## src/rtl/dmem_arbiter.sv

```systemverilog
`default_nettype none
// ============================================================================
// Module   : dmem_arbiter
// Brief    : Two-port (core / DMA) arbiter onto a single-port data memory,
//            with read-data return routing and core stall generation.
// Revision : 1.0
// ============================================================================
module dmem_arbiter #(
    parameter int AW        = 32,
    parameter int DW        = 32,
    parameter int CORE_PRIO = 1,
    parameter int MAX_WAIT  = 4
) (
    input  logic          clk,
    input  logic          reset,
    input  logic          c_req,
    input  logic          c_we,
    input  logic [AW-1:0] c_addr,
    input  logic [DW-1:0] c_wdata,
    output logic          c_gnt,
    output logic          c_stall,
    output logic          c_rvalid,
    output logic [DW-1:0] c_rdata,
    input  logic          d_req,
    input  logic          d_we,
    input  logic [AW-1:0] d_addr,
    input  logic [DW-1:0] d_wdata,
    output logic          d_gnt,
    output logic          d_rvalid,
    output logic [DW-1:0] d_rdata,
    output logic          m_en,
    output logic          m_we,
    output logic [AW-1:0] m_addr,
    output logic [DW-1:0] m_wdata,
    input  logic [DW-1:0] m_rdata
);

    localparam logic [3:0] C_MAX_WAIT = 4'(MAX_WAIT);
    localparam logic       C_OWNER_C  = 1'b0;
    localparam logic       C_OWNER_D  = 1'b1;

    logic w_tie_to_d;
    logic w_c_win;
    logic w_d_win;
    logic r_rd_pend;
    logic r_rd_owner;

    generate
        if (CORE_PRIO != 0) begin : g_prio_core
            logic [3:0] r_wait_cnt;

            // D is starved only while it keeps requesting and losing.
            always_ff @(posedge clk or posedge reset) begin
                if (reset) begin
                    r_wait_cnt <= 4'd0;
                end else if (!d_req || w_d_win) begin
                    r_wait_cnt <= 4'd0;
                end else if (r_wait_cnt != C_MAX_WAIT) begin
                    r_wait_cnt <= r_wait_cnt + 4'd1;
                end
            end

            assign w_tie_to_d = (r_wait_cnt == C_MAX_WAIT);
        end else begin : g_prio_rr
            logic r_last_owner;

            // Resets to D so that the first tie after reset goes to the core.
            always_ff @(posedge clk or posedge reset) begin
                if (reset) begin
                    r_last_owner <= C_OWNER_D;
                end else if (w_c_win) begin
                    r_last_owner <= C_OWNER_C;
                end else if (w_d_win) begin
                    r_last_owner <= C_OWNER_D;
                end
            end

            assign w_tie_to_d = (r_last_owner == C_OWNER_C);
        end
    endgenerate

    always_comb begin
        w_c_win = ~reset & c_req & (~d_req | ~w_tie_to_d);
        w_d_win = ~reset & d_req & (~c_req |  w_tie_to_d);
    end

    // AND-OR muxing keeps an idle port's (possibly undriven) bundle off the bus.
    always_comb begin
        m_en    = w_c_win | w_d_win;
        m_we    = (w_c_win & c_we) | (w_d_win & d_we);
        m_addr  = ({AW{w_c_win}} & c_addr)  | ({AW{w_d_win}} & d_addr);
        m_wdata = ({DW{w_c_win}} & c_wdata) | ({DW{w_d_win}} & d_wdata);
    end

    always_ff @(posedge clk or posedge reset) begin
        if (reset) begin
            r_rd_pend  <= 1'b0;
            r_rd_owner <= C_OWNER_C;
        end else begin
            r_rd_pend  <= m_en & ~m_we;
            r_rd_owner <= w_d_win ? C_OWNER_D : C_OWNER_C;
        end
    end

    always_comb begin
        c_gnt    = w_c_win;
        d_gnt    = w_d_win;
        c_stall  = c_req & ~w_c_win;
        c_rvalid = r_rd_pend & (r_rd_owner == C_OWNER_C);
        d_rvalid = r_rd_pend & (r_rd_owner == C_OWNER_D);
        c_rdata  = {DW{c_rvalid}} & m_rdata;
        d_rdata  = {DW{d_rvalid}} & m_rdata;
    end

endmodule
`default_nettype wire
```

## config.mk

```make
export PLATFORM = sky130hd
export DESIGN_NAME = dmem_arbiter
export DESIGN_NICKNAME = d
export VERILOG_FILES = /design/src/rtl/dmem_arbiter.sv
export SDC_FILE = /design/constraint.sdc
export NUM_CORES = 1
export LEC_CHECK = 0
export CAP_MARGIN = 0
export CORE_AREA = 4 4 114 116
export DETAILED_ROUTE_END_ITERATION = 12
export DIE_AREA = 0 0 118 120
export SLEW_MARGIN = 20
export SYNTH_ARGS = -nofsm -noshare
export SYNTH_HDL_FRONTEND = slang
export SYNTH_SLANG_ARGS = --single-unit
```

## constraint.sdc

```tcl
create_clock -name clk -period 2 [get_ports clk]
set_input_delay 0.2 -clock clk [delete_from_list [all_inputs] [get_ports clk]]
set_output_delay 0.2 -clock clk [all_outputs]
set_load 0.005 [all_outputs]
```

# ---- After elaboration in Yosys (flattened, before gate mapping)
# Index checks and enable logic that the tools add are counted.
dict set report totals {
  reg_bits 6
  latchBits 0
  ram_bits 0
  output_inout_bits 135
  mem_bits_ro 0
  mem_count 0
}
dict set report op_classes {
  n_div 0
  n_shift 0
  bitwise_logic 29
  muxes 3
  n_eq_ne 2
  addsub 1
  reduce_logical 3
  n_lt_le_gt_ge 0
  mul 0
}
# op n
set ops {}
lappend ops {{$and 32x32->32} 6}
lappend ops {{$or 32x32->32} 2}
lappend ops {{$and 1x1->1} 10}
lappend ops {{$mux 4} 2}
lappend ops {{$not 1->1} 7}
lappend ops {{$add 4x1->4 const B} 1}
lappend ops {{$eq 4x3->1 const B} 1}
lappend ops {{$ne 4x3->1 const B} 1}
lappend ops {{$or 1x1->1} 4}
lappend ops {{$reduce_bool 2->1} 1}
lappend ops {{$logic_not 1->1} 1}
lappend ops {{$logic_or 1x1->1} 1}
lappend ops {{$mux 1} 1}

# ---- Depth between registers and ports, before layout
dict set report logic_depth {
  depth_word 8
  depth_mapped 7
}

# ---- Least setup slack after synthesis
# No wires, ideal clock.
dict set report synth_path {
  path_kind {flip-flop to output port}
  start {register g_prio_core.r_wait_cnt[0]}
  end {output port m_wdata[10]}
  stages_incl_launch_ff 8
  required_ns 1.800
  path_buffers 2
  arrival_ns 1.469
  setup_slack_ns 0.331
  cell_sequence {dfrtp_1 > inv_1 > ha_1 > and3b_1 > a21oi_2 > buf_6 > buf_6 > a22o_1}
}
dict set report synth_via {
  elab_chain_len 6
}
# item line
set synth_rtl {}
lappend synth_rtl {{from (decl)} 50} ;# logic [3:0] r_wait_cnt;
lappend synth_rtl {{from (signal assigned)} 59} ;# r_wait_cnt <= r_wait_cnt + 4'd1;
lappend synth_rtl {{$eq 4x3->1 (*)} 63} ;# assign w_tie_to_d = (r_wait_cnt == C_MAX_WAIT);
lappend synth_rtl {{$not 1->1} 83} ;# w_c_win = ~reset & c_req & (~d_req | ~w_tie_to_d);
lappend synth_rtl {{$or 1x1->1} 83}
lappend synth_rtl {{$and 1x1->1} 83}
lappend synth_rtl {{$and 32x32->32} 92} ;# m_wdata = ({DW{w_c_win}} & c_wdata) | ({DW{w_d_win}} & d_wdata);
lappend synth_rtl {{$or 32x32->32 (*)} 92}
lappend synth_rtl {{to (decl)} 34} ;# output logic [DW-1:0] m_wdata,
# Every way passes the cells marked *; elsewhere a longest branch is shown, timed or not.

# ---- Worst setup path in the final report
dict set report layout_path {
  start {register g_prio_core.r_wait_cnt[0]}
  end {output port m_wdata[24]}
}
# The elaborated chain is that of the path after synthesis.

==> flow_metrics.env <==
export IMPL_slowest_delay_ns=0.36
export IMPL_crit_chain="inv_2, ha_4, buf_4, nand3b_4, a21oi_4, buf_12, buf_6, buf_6, buf_4, a22o_1, buf_2"
export IMPL_cts_buffer_depth=2
export IMPL_gr_total_overflow=0
export IMPL_clock_latency_ns=0.23
export IMPL_port_buffers=300
export IMPL_numCtsBuffers=3
export IMPL_die_h_microns=120
export IMPL_clk_root_buffer_cell="clkbuf_16"
export IMPL_antenna_found_initial=1
export IMPL_via_count=2894
export IMPL_grt_max_degree=52
export IMPL_cts_hold_buffers=0
export IMPL_async_reset_ff_frac=1.00
export IMPL_hold_class="in2async"
export IMPL_start_kind="register"
export IMPL_nets=683
export IMPL_period_share=1.05
export IMPL_dr_pass1_iters=4
export IMPL_pre_cts_slack_ns=-0.302
export IMPL_power_leakage_uw=0.00231
export IMPL_wire_per_inst_microns=18.6
export IMPL_fin_ws_ns=-0.105
export IMPL_grt_pass1_wl_mm=17.6
export IMPL_clock_fmax_ghz=0.475
export IMPL_fin_crit_ns=2.11
export IMPL_arrival_ns=1.91
export IMPL_critical_path_top_delay_family="buffers and inverters"
export IMPL_synth_edf_count=0
export IMPL_finalHoldViolCount=0
export IMPL_worst_path_buf_inv=7
export IMPL_rsz0062_at_grt="true"
export IMPL_synth_nets=355
export IMPL_drive_gt1_frac=0.246
export IMPL_final_util=0.413
export IMPL_yosysWarningCount=0
export IMPL_ys_seq_area_frac=0.102
export IMPL_avgSynthCellArea_sq_um=7.86
export IMPL_rows=40
export IMPL_fp_dieW_microns=118
export IMPL_cts_tree="done"
export IMPL_path_class="reg2out"
export IMPL_core_sq_um=11900
export IMPL_drc=0
export IMPL_cp_end_kind="primary output"
export IMPL_ys_ff_latch=6
export IMPL_cap_viol_max_count=0
export IMPL_cp_required_ns=1.80
export IMPL_slew_headroom=0.827
export IMPL_viasPerCell=4.38
export IMPL_synth_distinct_cells=23
export IMPL_clock_skew_ns=0.00166
export IMPL_dp_hpwl_mm=9.67
export IMPL_worstMarginPinSlew_ns=0.259
export IMPL_die_area_sq_um=14200
export IMPL_drtAntennaViolNets=0
export IMPL_peakVddDrop_mv=0.251
export IMPL_synthFlopType="dfrtp_1"
export IMPL_clk_pin_slew_worst_paths_ns=0.03
export IMPL_slew_viol_final=0
export IMPL_synthCells=187
export IMPL_power_per_cell_area_nw_per_um2=284
export IMPL_cp_slowest_cell="dfrtp_1"
export IMPL_clock_sinks=6
export IMPL_failed_checks="setup timing"
export IMPL_cp_max_fo=5
export IMPL_pin_count=301
export IMPL_drtIter0Drc=61
export IMPL_gr_usage_all_layers=0.155
export IMPL_setup_violations=33
export IMPL_drt_total_wl_mm=12.3
export IMPL_htreeDepth=1
export IMPL_grt_pass1_vias=3226
export IMPL_area_delta_synth_final_pct=234
export IMPL_synth_cell_area_sq_um=1470
export IMPL_gp_congestion=0.869
export IMPL_start_util=0.123
export IMPL_status="finished with violations"
## sequential cells by signal, summed over array words and instances, names as in the netlist
signal / cells
r_rd_owner: 1
g_prio_core.r_wait_cnt: 4
r_rd_pend: 1
## worst paths after layout
check | startpoint | to | slack, ns | cells after the start
worst max-delay path | g_prio_core.r_wait_cnt[0]$_DFFE_PP0P_ | m_wdata[24] | -0.11 | 11
worst min-delay path | reset | g_prio_core.r_wait_cnt[2]$_DFFE_PP0P_ | 0.38 | 3
worst max register to register | g_prio_core.r_wait_cnt[0]$_DFFE_PP0P_ | r_rd_pend$_DFF_PP0_ | 0.28 | 10
worst min register to register | g_prio_core.r_wait_cnt[3]$_DFFE_PP0P_ | g_prio_core.r_wait_cnt[3]$_DFFE_PP0P_ | 0.73 | 2
max in group asynchronous | reset | g_prio_core.r_wait_cnt[1]$_DFFE_PP0P_ | 1.51 | 3
min in group clk | c_we | r_rd_pend$_DFF_PP0_ | 0.60 | 2
## area by class of cell
class	instances	area, sq um
Antenna cell	1	2.50
Clock buffer	3	75.1
Fill cell	1239	7000
Inverter	4	15.0
Multi-Input combinational cell	154	1200
Sequential cell	6	150
Tap cell	147	184
Timing Repair Buffer	346	3280
## report_power, final
part           switching [uW]  internal (uW)
combinational             307            632
sequential               4.42            130
clock                    67.9            257
## repair_timing
item | in CTS | in global routing
pin swaps | 7 | 30
gates resized for setup | 218 | 79
gates cloned | 6 | 3
setup endpoints to repair | 68 | 66
buffers inserted | 16 | 8
## cells in the mapped netlist (3+ instances only)
| cell | instances | share of area |
|---|---|---|
| buf_4 | 4 | 0.020 |
| dfrtp_1 | 6 | 0.10 |
| inv_1 | 4 | 0.010 |
| and3_1 | 36 | 0.15 |
| and2_1 | 33 | 0.14 |
| buf_2 | 7 | 0.024 |
| a22o_1 | 65 | 0.39 |
| buf_6 | 3 | 0.023 |
| clkbuf_1 | 9 | 0.023 |
## kinds of logic (layout without fill, tap and decap cells)
kind of cell / after synthesis / in the layout / synth area share
other cells: 0 / 1 / 0
fa+ha+maj: 2 / 2 / 0.0170
compound gates: 70 / 70 / 0.414
simple gates: 78 / 78 / 0.339
xor+xnor: 2 / 2 / 0.0119
mux: 2 / 2 / 0.0153
flops: 6 / 6 / 0.102
buf+inv: 27 / 353 / 0.101
## metrics by stage
stage          instance area (sq um)  power, uW  instances  hold slack [ns]  TNS, ns
2_1_floorplan                   1470        367        187         -0.00324        0
3_3_place_gp                    4710       1030        629            0.585   -13.60
3_5_place_dp                    4710       1040        629            0.614   -16.17
4_1_cts                         5030       1410        653            0.376    -6.98
5_1_grt                         4910       1480        661            0.406    -5.55
6_report                        4910       1400        661            0.377    -1.26
## cells in the final DEF (no fill, tap or decap), types with 2 or more instances in the layout
master / synthesis / layout
buf_4: 4 / 20
nand2b_1: 2 / 2
clkdlybuf4s50_1: 0 / 232
clkbuf_2: 0 / 6
and2_1: 33 / 33
a22o_1: 65 / 65
clkbuf_16: 0 / 6
buf_2: 7 / 59
and3_1: 36 / 36
buf_8: 0 / 3
dfrtp_1: 6 / 6
mux2_2: 2 / 2
buf_12: 0 / 7
buf_6: 3 / 12
xnor2_1: 2 / 2
a21oi_4: 0 / 2
inv_1: 4 / 2
inv_2: 0 / 2
buf_16: 0 / 3
## routing by layer
metal	GRT usage	share of wire	vias up
met5	0	0	-
li1	-	-	1375
met3	0.0476	0.083	13
met1	0.156	0.36	1319
met2	0.305	0.53	187
met4	0.0410	0.021	0
## tightest hold or removal path, cell delays in order
cell and delay (ns):
clkdlybuf4s50_1 0.48, inv_1 0.10, buf_4 0.15
No activity file was read; power rests on OpenSTA's default activity.
